===== src/rtl/input_stream_loader_if.sv =====
// Loader bus: host input stream, instruction/data memory write ports and loader status.
// The checksum signal exists only when LOADER_CHECKSUM_EN is defined.
interface input_stream_loader_if #(
   parameter int IN_WIDTH   = 16,
   parameter int DATA_WIDTH = 32,
   parameter int ADDR_WIDTH = 16
);
   logic [IN_WIDTH-1:0]   input_data;
   logic                  input_vld;
   logic                  input_rdy;
   logic                  instr_wen;
   logic [ADDR_WIDTH-1:0] instr_wadr;
   logic [DATA_WIDTH-1:0] instr_wdata;
   logic                  mem_wen;
   logic                  mem_wrdy;
   logic [ADDR_WIDTH-1:0] mem_wadr;
   logic [DATA_WIDTH-1:0] mem_wdata;
   logic [ADDR_WIDTH-1:0] output_max_adr;
   logic [ADDR_WIDTH-1:0] output_adr_offset;
   logic                  cfg_vld;
   logic                  load_done;
   logic                  core_done;
`ifdef LOADER_CHECKSUM_EN
   logic [DATA_WIDTH-1:0] checksum;
`endif

   modport slave (
      input  input_data, input_vld, mem_wrdy, core_done,
      output input_rdy, instr_wen, instr_wadr, instr_wdata,
      output mem_wen, mem_wadr, mem_wdata,
      output output_max_adr, output_adr_offset, cfg_vld, load_done
`ifdef LOADER_CHECKSUM_EN
      , output checksum
`endif
   );

   modport master (
      output input_data, input_vld, mem_wrdy, core_done,
      input  input_rdy, instr_wen, instr_wadr, instr_wdata,
      input  mem_wen, mem_wadr, mem_wdata,
      input  output_max_adr, output_adr_offset, cfg_vld, load_done
`ifdef LOADER_CHECKSUM_EN
      , input checksum
`endif
   );
endinterface


===== src/rtl/input_stream_loader.sv =====
// Front-end loader: parses config beats, then instruction and data word pairs, into memories.
// Optional running XOR checksum of all assembled words under LOADER_CHECKSUM_EN.
//
// state   | meaning
// S_CFG   | capturing config beats in fixed order
// S_INSTR | pairing beats into instruction words, one-cycle write strobe
// S_DATA  | pairing beats into data words, write held until mem_wrdy
// S_DONE  | load complete, stream blocked until core_done
module input_stream_loader #(
   parameter int IN_WIDTH    = 16,
   parameter int DATA_WIDTH  = 32,
   parameter int ADDR_WIDTH  = 16,
   parameter int NUM_CONFIGS = 5
) (
   input logic                  clk,
   input logic                  rst_n,
   input_stream_loader_if.slave bus
);
   localparam int CW            = $clog2(NUM_CONFIGS);
   localparam int CFG_INSTR_MAX = 0;
   localparam int CFG_IN_MAX    = 1;
   localparam int CFG_IN_OFFSET = 2;
   localparam int CFG_OUT_MAX   = 3;
   localparam int CFG_OUT_OFS   = 4;

   typedef enum logic [1:0] {S_CFG, S_INSTR, S_DATA, S_DONE} state_t;

   state_t                state_q;
   logic [ADDR_WIDTH-1:0] cfg_q [NUM_CONFIGS];
   logic [CW-1:0]         cfg_cnt_q;
   logic [ADDR_WIDTH-1:0] instr_cnt_q;
   logic [ADDR_WIDTH-1:0] data_cnt_q;
   logic [IN_WIDTH-1:0]   half_q;
   logic                  hi_phase_q;
   logic                  last_q;
   logic                  cfg_vld_q;
   logic                  load_done_q;
   logic                  instr_wen_q;
   logic [ADDR_WIDTH-1:0] instr_wadr_q;
   logic [DATA_WIDTH-1:0] instr_wdata_q;
   logic                  mem_wen_q;
   logic [ADDR_WIDTH-1:0] mem_wadr_q;
   logic [DATA_WIDTH-1:0] mem_wdata_q;
`ifdef LOADER_CHECKSUM_EN
   logic [DATA_WIDTH-1:0] checksum_q;
`endif

   logic                  input_rdy;
   logic                  beat_fire;
   logic                  commit;
   logic [DATA_WIDTH-1:0] word_d;

   assign input_rdy = (state_q != S_DONE) && !(mem_wen_q && !bus.mem_wrdy);
   assign beat_fire = bus.input_vld && input_rdy;
   assign commit    = mem_wen_q && bus.mem_wrdy;
   assign word_d    = {bus.input_data, half_q};

   always_ff @(posedge clk) begin
      if (!rst_n) begin
         state_q       <= S_CFG;
         for (int i = 0; i < NUM_CONFIGS; i++) cfg_q[i] <= '0;
         cfg_cnt_q     <= '0;
         instr_cnt_q   <= '0;
         data_cnt_q    <= '0;
         half_q        <= '0;
         hi_phase_q    <= 1'b0;
         last_q        <= 1'b0;
         cfg_vld_q     <= 1'b0;
         load_done_q   <= 1'b0;
         instr_wen_q   <= 1'b0;
         instr_wadr_q  <= '0;
         instr_wdata_q <= '0;
         mem_wen_q     <= 1'b0;
         mem_wadr_q    <= '0;
         mem_wdata_q   <= '0;
`ifdef LOADER_CHECKSUM_EN
         checksum_q    <= '0;
`endif
      end else begin
         instr_wen_q <= 1'b0;
         load_done_q <= 1'b0;
         if (commit) mem_wen_q <= 1'b0;

         unique case (state_q)
            S_CFG: begin
               if (beat_fire) begin
                  cfg_q[cfg_cnt_q] <= bus.input_data;
                  if (cfg_cnt_q == CW'(NUM_CONFIGS - 1)) begin
                     cfg_cnt_q <= '0;
                     cfg_vld_q <= 1'b1;
                     state_q   <= S_INSTR;
                  end else begin
                     cfg_cnt_q <= cfg_cnt_q + CW'(1);
                  end
               end
            end

            S_INSTR: begin
               if (beat_fire && !hi_phase_q) begin
                  half_q     <= bus.input_data;
                  hi_phase_q <= 1'b1;
               end else if (beat_fire) begin
                  hi_phase_q    <= 1'b0;
                  instr_wen_q   <= 1'b1;
                  instr_wadr_q  <= instr_cnt_q;
                  instr_wdata_q <= word_d;
`ifdef LOADER_CHECKSUM_EN
                  checksum_q    <= checksum_q ^ word_d;
`endif
                  if (instr_cnt_q == cfg_q[CFG_INSTR_MAX]) begin
                     state_q    <= S_DATA;
                     data_cnt_q <= '0;
                  end else begin
                     instr_cnt_q <= instr_cnt_q + ADDR_WIDTH'(1);
                  end
               end
            end

            S_DATA: begin
               if (beat_fire && !hi_phase_q) begin
                  half_q     <= bus.input_data;
                  hi_phase_q <= 1'b1;
               end else if (beat_fire) begin
                  hi_phase_q  <= 1'b0;
                  mem_wen_q   <= 1'b1;
                  mem_wadr_q  <= cfg_q[CFG_IN_OFFSET] + data_cnt_q;
                  mem_wdata_q <= word_d;
                  last_q      <= (data_cnt_q == cfg_q[CFG_IN_MAX]);
                  data_cnt_q  <= data_cnt_q + ADDR_WIDTH'(1);
`ifdef LOADER_CHECKSUM_EN
                  checksum_q  <= checksum_q ^ word_d;
`endif
               end
               // the host sends nothing after the last word, so its commit cannot collide with a new beat
               if (commit && last_q) begin
                  last_q      <= 1'b0;
                  load_done_q <= 1'b1;
                  state_q     <= S_DONE;
               end
            end

            S_DONE: begin
               if (bus.core_done) begin
                  state_q     <= S_CFG;
                  cfg_vld_q   <= 1'b0;
                  cfg_cnt_q   <= '0;
                  instr_cnt_q <= '0;
                  data_cnt_q  <= '0;
                  hi_phase_q  <= 1'b0;
`ifdef LOADER_CHECKSUM_EN
                  checksum_q  <= '0;
`endif
               end
            end
         endcase
      end
   end

   assign bus.input_rdy         = input_rdy;
   assign bus.instr_wen         = instr_wen_q;
   assign bus.instr_wadr        = instr_wadr_q;
   assign bus.instr_wdata       = instr_wdata_q;
   assign bus.mem_wen           = mem_wen_q;
   assign bus.mem_wadr          = mem_wadr_q;
   assign bus.mem_wdata         = mem_wdata_q;
   assign bus.output_max_adr    = cfg_q[CFG_OUT_MAX];
   assign bus.output_adr_offset = cfg_q[CFG_OUT_OFS];
   assign bus.cfg_vld           = cfg_vld_q;
   assign bus.load_done         = load_done_q;
`ifdef LOADER_CHECKSUM_EN
   assign bus.checksum          = checksum_q;
`endif
endmodule

===== src/flat_wrapper.sv =====
// flat-port wrapper written by rule: the top's interface ports become plain ports
module input_stream_loader_flat 
#(
   parameter int IN_WIDTH    = 16,
   parameter int DATA_WIDTH  = 32,
   parameter int ADDR_WIDTH  = 16,
   parameter int NUM_CONFIGS = 5
)
  (clk, rst_n, bus_input_data, bus_input_vld, bus_mem_wrdy, bus_core_done, bus_input_rdy, bus_instr_wen, bus_instr_wadr, bus_instr_wdata, bus_mem_wen, bus_mem_wadr, bus_mem_wdata, bus_output_max_adr, bus_output_adr_offset, bus_cfg_vld, bus_load_done);
  input_stream_loader_if #(.IN_WIDTH(IN_WIDTH), .DATA_WIDTH(DATA_WIDTH), .ADDR_WIDTH(ADDR_WIDTH)) bus_i ();
  input logic clk;
  input logic rst_n;
  input wire logic [$bits(bus_i.input_data)-1:0] bus_input_data;
  input wire logic [$bits(bus_i.input_vld)-1:0] bus_input_vld;
  input wire logic [$bits(bus_i.mem_wrdy)-1:0] bus_mem_wrdy;
  input wire logic [$bits(bus_i.core_done)-1:0] bus_core_done;
  output wire logic [$bits(bus_i.input_rdy)-1:0] bus_input_rdy;
  output wire logic [$bits(bus_i.instr_wen)-1:0] bus_instr_wen;
  output wire logic [$bits(bus_i.instr_wadr)-1:0] bus_instr_wadr;
  output wire logic [$bits(bus_i.instr_wdata)-1:0] bus_instr_wdata;
  output wire logic [$bits(bus_i.mem_wen)-1:0] bus_mem_wen;
  output wire logic [$bits(bus_i.mem_wadr)-1:0] bus_mem_wadr;
  output wire logic [$bits(bus_i.mem_wdata)-1:0] bus_mem_wdata;
  output wire logic [$bits(bus_i.output_max_adr)-1:0] bus_output_max_adr;
  output wire logic [$bits(bus_i.output_adr_offset)-1:0] bus_output_adr_offset;
  output wire logic [$bits(bus_i.cfg_vld)-1:0] bus_cfg_vld;
  output wire logic [$bits(bus_i.load_done)-1:0] bus_load_done;
  assign bus_i.input_data = bus_input_data;
  assign bus_i.input_vld = bus_input_vld;
  assign bus_i.mem_wrdy = bus_mem_wrdy;
  assign bus_i.core_done = bus_core_done;
  assign bus_input_rdy = bus_i.input_rdy;
  assign bus_instr_wen = bus_i.instr_wen;
  assign bus_instr_wadr = bus_i.instr_wadr;
  assign bus_instr_wdata = bus_i.instr_wdata;
  assign bus_mem_wen = bus_i.mem_wen;
  assign bus_mem_wadr = bus_i.mem_wadr;
  assign bus_mem_wdata = bus_i.mem_wdata;
  assign bus_output_max_adr = bus_i.output_max_adr;
  assign bus_output_adr_offset = bus_i.output_adr_offset;
  assign bus_cfg_vld = bus_i.cfg_vld;
  assign bus_load_done = bus_i.load_done;
  input_stream_loader #(.IN_WIDTH(IN_WIDTH), .DATA_WIDTH(DATA_WIDTH), .ADDR_WIDTH(ADDR_WIDTH), .NUM_CONFIGS(NUM_CONFIGS)) u_core (.clk(clk), .rst_n(rst_n), .bus(bus_i));
endmodule

===== config.mk =====
export PLATFORM = sky130hd
export DESIGN_NAME = input_stream_loader_flat
export DESIGN_NICKNAME = d
export VERILOG_FILES = /design/src/rtl/input_stream_loader_if.sv /design/src/rtl/input_stream_loader.sv /design/src/flat_wrapper.sv
export SDC_FILE = /design/constraint.sdc
export NUM_CORES = 1
export LEC_CHECK = 0
export BUFFER_PORTS_ARGS = -buffer_cell sky130_fd_sc_hd__buf_2
export CORE_MARGIN = 2
export CORE_UTILIZATION = 25
export DETAILED_ROUTE_END_ITERATION = 7
export PLACE_DENSITY = 0.44
export SLEW_MARGIN = 20
export SYNTH_ARGS = -nofsm -noshare
export SYNTH_HDL_FRONTEND = slang
export SYNTH_SLANG_ARGS = --single-unit

===== constraint.sdc =====
create_clock -name clk -period 2.8 [get_ports clk]
set_input_delay 0.56 -clock clk [delete_from_list [all_inputs] [get_ports clk]]
set_output_delay 0.56 -clock clk [all_outputs]
set_load 0.02 [all_outputs]

After elaboration in Yosys (flattened, before gate mapping)
Memory sizes are Yosys's and may differ from the RTL's. Cells that the tools add are included.

Eq/ne operators: 19. Bitwise operators: 3. Reductions and logical operators: 29. Mux-type cells: 46. $add $sub $neg: 4.

Operators with widths (number): 16-bit two-way mux (10); 16-bit one-hot mux with 3 select lines (1); 16-bit by 1-bit adder with 16-bit output, second input constant (2); 16-bit equality test (2); 16-bit one-hot mux with 2 select lines (1); 1-bit two-way mux (19); 16-bit adder (1); 16-bit OR reduction (1); 3-bit AND reduction (5); 2-bit two-way mux (7); 7-bit AND reduction (2); 3-bit two-way mux (4); 2-bit by 1-bit inequality test with 1-bit output, second input constant (6); 2-bit inequality test, second input constant (6); 2-bit one-hot mux with 4 select lines (1); 2-bit nonzero test (4); 1-bit logical AND (6); 3-bit one-hot mux with 2 select lines (1); 5-bit AND reduction (1); 2-bit equality test, second input constant (2); 1-bit one-hot mux with 2 select lines (2); 2-bit AND reduction (2); 4-bit AND reduction (1); 3-bit by 1-bit adder with 3-bit output, second input constant (1); other kinds (9) (13).

Output and inout bits: 133. Input bits: 21. Bits in writable memories: 80. Logic and storage cells: 117. Bits in registers: 155. Memories: 1.

Memories: u_core.cfg_q (depth 5, width 16, read ports 5, clocked after Yosys merged registers in 0, wr ports 5, RTL line input_stream_loader.sv:29) `logic [ADDR_WIDTH-1:0] cfg_q [NUM_CONFIGS];`.

Logic depth before layout (Yosys ltp)
Gate-level depths: netlist (run 1).

Depth in word-level cells: 11. Depth in mapped cells: 9. Depth with buffers taken out: 9.

Worst setup path after synthesis (run 1)
No wires, ideal clock.

Kind: input to register. From: input port bus_mem_wrdy. To: memory u_core.cfg_q[2][0], enable pin. Arrival: 2.411 ns. Library setup time: 0.411 ns. Stages: 5. Path slack: -0.022 ns. Cells stage by stage: nand2b_1 > nand3_1 > nor3_1 > nand2_1 > o21ai_0.

RTL lines: start, declared (RTL line flat_wrapper.sv:15) `input wire logic [$bits(bus_i.mem_wrdy)-1:0] bus_mem_wrdy;`; end, declared (RTL line input_stream_loader.sv:29).

Worst setup path after layout (run 1)
From: register u_core.data_cnt_q[0]. To: register u_core.mem_wadr_q[12] (netlist: u_core.bus.mem_wadr[12]).

Cells in the longest elaborated chain, start to end: 1.

RTL lines: start, declared (RTL line input_stream_loader.sv:32) `logic [ADDR_WIDTH-1:0] data_cnt_q;`; start signal, assigned (RTL line input_stream_loader.sv:129) `data_cnt_q <= data_cnt_q + ADDR_WIDTH'(1);`; 16-bit adder (RTL line input_stream_loader.sv:126) `mem_wadr_q <= cfg_q[CFG_IN_OFFSET] + data_cnt_q;`; end signal, assigned (RTL line input_stream_loader.sv:126); end, declared (RTL line input_stream_loader.sv:42) `logic [ADDR_WIDTH-1:0] mem_wadr_q;`.

Every way passes these cells. A chain may end at the register's enable or synchronous reset.

==> flow_summary.ini, run 1 <==
[sta]
setup_tns_ns = 0
finalHoldViolations = 0
period_needed_ns = 2.544
rsz0062_at_grt = no
setup_violations = 0
post-route-period-util = 0.9086
final.setup.worst_slack_ns = 0.2559
maxSlewViolCount = 0
max_slew_margin = 0.4714
max_freq_mhz = 393.1
worst_clock_skew_ns = 0.02075
worst_pin_slew_ns = 0.7730

[pwr]
combPwrFrac = 0.103
switching_power_w = 0.002069
swShare = 0.2558
p_leak_nw = 4.788
seq_power_share = 0.466
peakVddDrop_mv = 0.4436
power.density_mw_per_mm2 = 642.5
p_clk_frac = 0.431
cell_internal_pwr_w = 0.006020

[worst_setup_path]
worstPathRequired_ns = 3.18
critPathKind = reg2reg
worstReg2RegEnd = u_core.bus.mem_wadr[12]
reg2regPathDepth = 8
crit_path_max_fanout = 3
cp-start-kind = register
critPathCapture = u_core.bus.mem_wadr[12]
rrSetupSlack_ns = 0.26
crit_start = u_core.data_cnt_q[0]
cp.arrival_ns = 2.93
timing.rr.start = u_core.data_cnt_q[0]
endpoint_kind = register

[yosys]
async_flop_share = 0
synth-seq-cells = 235
yosys_warnings = 0
seq_area_frac_synth = 0.5397
ys.flop_type = dfxtp_1
yosysUniqueCellTypes = 56
synth_area_per_cell_um2 = 9.289
synth_area_mm2 = 0.01020
synthCells = 1098
synth_edf_count = 80
syn-num-nets = 1144

[layout]
final_common_cell = nand2_1
fillCellCount = 4250
final_util = 0.3147
final_cell_mix = nand2_1, dfxtp_1, buf_2
fin_cells = 1803
area_growth_pct = 23.44
nets = 1304
drive_gt1_frac = 0.1925
diodes = 0
design_area_mm2 = 0.01259

[place]
dp_cells = 1754
postPlaceCellArea_mm2 = 0.01173
dpl.hpwl_um = 22320
dp_slack_ns = 0.2834
numPortBuffers = 153
place_congestion = 0.8070

[detailed_routing]
drc = 0
drt-total-wl_um = 32570
vias_per_cell = 4.665
vias = 8411
wl_per_cell_um = 18.06
drt_iter0_markers = 463
route.antenna.remaining_nets = 0
drt_first_pass_iters = 5

[floorplan]
io_pins = 154
dieArea_mm2 = 0.04243
placement_rows = 73
die_h_um = 206.0
start_util = 0.2550
core_area_mm2 = 0.04001
die_w_um = 206.0

[cts]
hold_buffers = 0
ctsRootBufferMaster = clkbuf_16
cts_setup_buffers = 0
clock_sinks = 235
h-tree-depth = 1
clock_path_buffers = 3
cts_tree = built
clk_pin_slew_ns = 0.06
ctsResizeCount = 0
cts_made_buffers = 27
clock_latency_ns = 0.54

[global_routing]
grt_usage = 0.1524
grt-ovfl-total = 0
grt_max_degree = 97
first_global_vias = 8294
antenna_found_initial = 1
grt_pass1_wl_um = 49760

[job]
maxCapViolCount = 0

[status]
status = finished clean

[worst_hold_path]
hold_class = in2reg
sequential cells by signal (all words and copies together), names as in the netlist, 2 cells and up:
register / cells
u_core.bus.instr_wdata: 32
u_core.cfg_cnt_q: 3
u_core.bus.instr_wadr: 16
u_core.instr_cnt_q: 16
u_core.data_cnt_q: 16
u_core.state_q: 2
u_core.half_q: 16
u_core.bus.mem_wdata: 32
u_core.cfg_q: 80
u_core.bus.mem_wadr: 16
layer usage:
layer  vias up  routed length (um)  part of all wire  global-route usage
met4         0                 607             0.019             0.03724
met1      4038               15570              0.48              0.2122
met2       189               14410              0.44              0.2361
li1       4143                   -                 -                   -
met5         -                   0                 0                   0
met3        41                1979             0.061             0.03784
kinds of logic (layout without fill, tap and decap cells):
group | count (synthesis) | count (layout) | synth area share
fa+ha+maj | 25 | 25 | 0.03140
buf+inv | 80 | 260 | 0.02993
mux | 2 | 2 | 0.001963
compound gates | 244 | 244 | 0.1432
simple gates | 474 | 474 | 0.2212
flops | 235 | 235 | 0.5397
xor+xnor | 38 | 38 | 0.03263
how the worst min path moves through the flow:
| stage | startpoint | endpoint | slack [ns] | cells past startpoint |
|---|---|---|---|---|
| after floorplan | u_core.half_q[0] | u_core.bus.instr_wdata[0] | 0.45 | 2 |
| after global placement | u_core.bus.mem_wdata[25] | u_core.bus.mem_wdata[25] | 0.44 | 2 |
| after detailed placement | u_core.bus.instr_wdata[31] | u_core.bus.instr_wdata[31] | 0.45 | 2 |
| after CTS | bus_input_data[8] | u_core.half_q[8] | 0.37 | 3 |
| after global routing | bus_input_data[12] | u_core.bus.instr_wdata[28] | 0.37 | 3 |
| final | bus_input_data[8] | u_core.half_q[8] | 0.37 | 3 |
synthesized netlist by cell type, types with 5 or more instances:
library cell / number / area share
and3_1: 10 / 0.0061
xor2_1: 6 / 0.0052
dfxtp_1: 155 / 0.30
nand3_1: 26 / 0.013
inv_1: 18 / 0.0066
or3_1: 7 / 0.0043
edfxtp_1: 80 / 0.24
nand2b_1: 7 / 0.0043
xnor2_1: 32 / 0.027
nor3_1: 16 / 0.0079
clkbuf_1: 50 / 0.018
o31ai_1: 10 / 0.0074
ha_1: 24 / 0.029
nand4_1: 16 / 0.0098
nand2_1: 234 / 0.086
nor2_1: 42 / 0.015
o21ai_0: 29 / 0.014
a21o_1: 5 / 0.0037
o211ai_1: 13 / 0.0096
a211oi_1: 12 / 0.0088
or4_1: 6 / 0.0044
a21oi_1: 138 / 0.068
a31oi_1: 11 / 0.0067
and2_1: 87 / 0.053
buf_1: 7 / 0.0026
power groups by stage:
stage	Sequential [W]	Clock [W]	Combinational [W]
floorplan	0.00384	0	0.000499
global placement	0.00385	0	0.000836
detailed placement	0.00385	0	0.000836
CTS	0.00377	0.00358	0.000839
global route	0.00379	0.00372	0.000924
finish	0.00377	0.00349	0.000831
area by class of cell:
cell class,instances,area [um^2],share of cell area
well taps,525,656.9,0.05217
flip-flops and latches,235,5505,0.4372
clock buffers,38,757.0,0.06012
repair buffers,192,1084,0.08606
multi-input cells,783,4409,0.3502
inverters,19,73.82,0.005863
clock inverters,11,105.1,0.008347
per-stage QoR:
stage / hold WS (ns) / power [W]
global placement: 0.4393 / 0.004684
floorplan: 0.4454 / 0.004344
finish: 0.3700 / 0.008089
detailed placement: 0.4457 / 0.004684
CTS: 0.3694 / 0.008191
global route: 0.3742 / 0.008434
critical path, stage by stage (launching register included):
cell,delay (ns)
dfxtp_1,0.34
ha_1,0.17
inv_1,0.06
fa_1,0.42
nor2b_1,0.22
o31ai_1,0.12
buf_4,0.15
a2111oi_0,0.68
o311ai_0,0.22
Power figures use the tool's default switching activity.
==> inputs of run 2 (changes only) <==
Settings changed: CELL_PAD_IN_SITES_DETAIL_PLACEMENT from default to 1, CELL_PAD_IN_SITES_GLOBAL_PLACEMENT from default to 2, PLACE_DENSITY 0.44 to 0.63.
==> flow_summary.ini, run 2 (synthesized netlist as in run 1, its figures left out) <==
[layout]
fin_cells = 1817
regArea_mm2 = 0.005505
design_area_mm2 = 0.01272
area_growth_pct = 24.69
largest_reg_flops = 80
final_common_cell = nand2_1
final_cell_mix = nand2_1, dfxtp_1, buf_2
fillCellCount = 4706
drive_gt1_frac = 0.2022
final_util = 0.3179
multi_input_area_mm2 = 0.004418
top_register = u_core.cfg_q
nets = 1315

[cts]
cts_setup_buffers = 0
ctsResizeCount = 0
clock_latency_ns = 0.54
clk_pin_slew_ns = 0.06
h-tree-depth = 1
ctsRootBufferMaster = clkbuf_16
clock_path_buffers = 3
hold_buffers = 0
cts_tree = built
cts_made_buffers = 28
clock_sinks = 235

[detailed_routing]
drt_first_pass_iters = 4
vias = 8642
drt-total-wl_um = 36050
wl_per_cell_um = 19.84
drc = 0
route.antenna.remaining_nets = 0
vias_per_cell = 4.756
drt_iter0_markers = 415

[worst_setup_path]
crit_path_max_fanout = 3
rrSetupSlack_ns = 0.22
worstPathRequired_ns = 3.24
timing.rr.start = u_core.data_cnt_q[0]
endpoint_kind = register
crit_chain = ha_1 > inv_1 > fa_1 > nor2b_1 > o31ai_1 > buf_4 > a2111oi_0 > buf_4 > o21ai_0 > o311ai_0
cpMaxStageDelayCell = a2111oi_0
cp.arrival_ns = 3.03
critPathKind = reg2reg
slowest_delay_ns = 0.58
worstReg2RegEnd = u_core.bus.mem_wadr[12]
cp-start-kind = register
reg2regPathDepth = 10
cpMostUsedCell = buf_4

[floorplan]
start_util = 0.2550
placement_rows = 73
core_area_mm2 = 0.04001
die_w_um = 206.0
io_pins = 154
die_h_um = 206.0
dieArea_mm2 = 0.04243

[sta]
post-route-period-util = 0.9232
setup_violations = 0
maxSlewViolCount = 0
max_freq_mhz = 386.9
finalHoldViolations = 0
period_needed_ns = 2.585
rsz0062_at_grt = no
setup_tns_ns = 0
max_slew_margin = 0.5501
worst_clock_skew_ns = 0.01064
worst_pin_slew_ns = 0.6748

[place]
numPortBuffers = 153
postPlaceCellArea_mm2 = 0.01181
place_congestion = 0.7717
dpl.hpwl_um = 24890
dp_cells = 1764

[pwr]
p_leak_nw = 4.858
report.power.total_w = 0.008243
peakVddDrop_mv = 0.4612
power.density_mw_per_mm2 = 648.1

[worst_hold_path]
hold_path_startpoint = bus_input_data[3]
hold_class = in2reg
holdPathEnd = u_core.bus.mem_wdata[19]
min_path_cells = 3

[global_routing]
first_global_vias = 8909
antenna_found_initial = 3
grt_usage = 0.1699
grt_max_degree = 86
grt_pass1_wl_um = 55260
grt-ovfl-total = 0

[status]
status = finished clean

[job]
maxCapViolCount = 0
## run 2: changes by cell type in the layout (fill, tap and decap cells not counted), sizes merged
cell,change
buf,+10
clkbuf,+3
clkinvlp,+2
bufinv,-1
clkinv,-1
diode,+1
## run 2: report_power, final
part / leakage (nW) / total [W] / internal (W) / switching [W]
Clock: 0.441 / 0.00362 / 0.00211 / 0.00150
Combinational: 2.34 / 0.000856 / 0.000273 / 0.000583
Sequential: 2.08 / 0.00377 / 0.00368 / 0.0000839
## run 2: per-stage QoR
stage	worst slack [ns]	hold WS, ns
CTS	0.2075	0.3597
global route	0.02910	0.3740
floorplan	-0.02244	0.4454
global placement	0.2954	0.4390
finish	0.2151	0.3819
detailed placement	0.2301	0.4444
## run 2: worst max path at each step
stage / to / slack (ns) / depth (start not counted) / from
finish: u_core.bus.mem_wadr[12] / 0.22 / 10 / u_core.data_cnt_q[0]
global route: u_core.bus.mem_wadr[12] / 0.03 / 10 / u_core.data_cnt_q[0]
CTS: u_core.bus.mem_wadr[12] / 0.21 / 10 / u_core.data_cnt_q[0]
detailed placement: u_core.bus.mem_wadr[12] / 0.23 / 10 / u_core.data_cnt_q[0]
global placement: u_core.data_cnt_q[15] / 0.30 / 6 / bus_mem_wrdy
floorplan: u_core.cfg_q[2][0] / -0.02 / 5 / bus_mem_wrdy
## run 2: metal layers
layer  part of all wire  wire length, um  track usage
met5            0.00031               11            0
met4              0.018              633      0.03673
met3              0.061             2216      0.04462
met2               0.45            16100       0.2692
met1               0.47            17080       0.2321
## run 2: layout make-up
cell class / instances / share of cell area
well taps: 525 / 0.05165
multi-input cells: 783 / 0.3474
flip-flops and latches: 235 / 0.4329
repair buffers: 202 / 0.09110
clock buffers: 41 / 0.06454
diodes: 1 / 0.0001968
inverters: 19 / 0.005804
clock inverters: 11 / 0.006493
## run 2: critical path: cells and delay by family, from the launching register on
kind | cells | cell delay, ns
buffers and inverters | 3 | 0.45
DFF | 1 | 0.34
and+or+nand+nor | 1 | 0.21
adders and majority gates | 2 | 0.60
AOI/OAI and AO/OA | 4 | 0.88
==> inputs of run 3 (changes only) <==
Settings changed: PLACE_DENSITY 0.63 to default, PLACE_DENSITY_LB_ADDON from default to 0.15.
Clock period 2.8 ns to 2.6 ns, I/O delays scaled along.
==> flow_summary.ini, run 3 (synthesized netlist as in run 1, its figures left out) <==
[status]
status = finished clean

[layout]
drive_gt1_frac = 0.2137
final_cell_mix = nand2_1, dfxtp_1, buf_2
area_growth_pct = 26.25
nets = 1334
largest_reg_flops = 80
design_area_mm2 = 0.01288
top_register = u_core.cfg_q
final_common_cell = nand2_1

[cts]
cts_setup_buffers = 0
clk_pin_slew_ns = 0.06
ctsResizeCount = 0
h-tree-depth = 1
cts_made_buffers = 29
clock_latency_ns = 0.55
clock_sinks = 235
ctsRootBufferMaster = clkbuf_16
clock_path_buffers = 3
cts_tree = built
hold_buffers = 0

[worst_setup_path]
worstPathRequired_ns = 3.04
cp.buffers_inverters = 2
slowest_delay_ns = 0.38
cp-start-kind = register
cp.arrival_ns = 2.84
critPathKind = reg2reg
crit_chain = ha_1 > inv_1 > and4_1 > nor2_2 > a21o_1 > buf_4 > o21ai_0 > a21oi_1
crit_path_max_fanout = 9
path_delay_family = compound AO/OA/AOI/OAI gates
cpMaxStageDelayCell = dfxtp_1
endpoint_kind = register

[global_routing]
use_met3 = 0.04920
antenna_found_initial = 2
top_usage_layer = met2
grt_pass1_wl_um = 56520
first_global_vias = 9096
grt_max_degree = 52
grt-ovfl-total = 0
grtUsageMet1 = 0.2360
grt_use_met2 = 0.2838
grt_usage = 0.1758

[sta]
period_needed_ns = 2.399
final.setup.worst_slack_ns = 0.2009
worst_pin_slew_ns = 0.7287
max_slew_margin = 0.5112
post-route-period-util = 0.9227
worst_clock_skew_ns = 0.01200
setup_tns_ns = 0
maxSlewViolCount = 0
finalHoldViolations = 0
setup_violations = 0
max_freq_mhz = 416.8
rsz0062_at_grt = no

[detailed_routing]
vias = 8717
drc = 0
drt_first_pass_iters = 7
route.antenna.remaining_nets = 0
vias_per_cell = 4.748
drt-total-wl_um = 37030
wl_per_cell_um = 20.17
drt_iter0_markers = 334

[place]
dp_slack_ns = 0.1264
postPlaceCellArea_mm2 = 0.01199
dpl.hpwl_um = 25680
place_congestion = 0.7467
numPortBuffers = 153

[floorplan]
io_pins = 154
dieArea_mm2 = 0.04243
die_w_um = 206.0
start_util = 0.2550
core_area_mm2 = 0.04001
die_h_um = 206.0
placement_rows = 73

[pwr]
power.density_mw_per_mm2 = 682.1
peakVddDrop_mv = 0.4640
p_leak_nw = 4.965

[worst_hold_path]
hold_class = in2reg

[job]
maxCapViolCount = 0
## run 3: changes by cell type in the layout (fill, tap and decap cells not counted), sizes merged
cell      delta
clkinv       +4
clkinvlp     -2
buf         +18
bufinv       -1
inv          -1
clkbuf       +1
## run 3: final timing paths
kind	from	to	slack, ns	cells past startpoint
setup / recovery	u_core.state_q[1]	u_core.instr_cnt_q[1]	0.20	8
hold / removal	bus_input_data[1]	u_core.bus.instr_wdata[17]	0.35	3
setup reg to reg	u_core.state_q[1]	u_core.instr_cnt_q[1]	0.20	8
hold reg to reg	u_core.bus.instr_wdata[0]	u_core.bus.instr_wdata[0]	0.45	2
## run 3: stage by stage
step	util	hold WS (ns)	total power, W	instances
2_1_floorplan	-	0.4454	0.004678	1098
3_3_place_gp	0.2997	0.4408	0.005085	1782
3_5_place_dp	0.2997	0.4466	0.005093	1782
4_1_cts	0.3215	0.3326	0.008921	1835
5_1_grt	0.3218	0.3497	0.009164	1835
6_report	0.3219	0.3538	0.008783	1836
## run 3: tightest hold or removal path: cells and delay by family
kind | cells | cell delay (ns)
AO/OA/AOI/OAI | 1 | 0.05
buffers and inverters | 1 | 0.19
AND/OR/NAND/NOR | 1 | 0.09
## run 3: cell type report
cell class / instances / area [um^2]
Antenna cell: 1 / 2.502
Clock inverter: 11 / 56.30
Clock buffer: 42 / 815.8
Tap cell: 525 / 656.9
Multi-Input combinational cell: 783 / 4423
Fill cell: 4632 / 27130
Timing Repair Buffer: 220 / 1344
Sequential cell: 235 / 5505
Inverter: 19 / 73.82
## run 3: where the power goes
part / total [W] / switching [W] / internal, W
registers: 0.00405 / 0.0000867 / 0.00397
logic: 0.000951 / 0.000642 / 0.000308
clock network: 0.00378 / 0.00161 / 0.00217
total: 0.00878 / 0.00234 / 0.00644
## run 3: per-layer routing
metal	wire [um]	part of all wire	vias to the layer above
met5	0	0	-
met4	466	0.013	0
met3	2396	0.065	35
met2	16710	0.45	154
met1	17460	0.47	4330
li1	-	-	4198
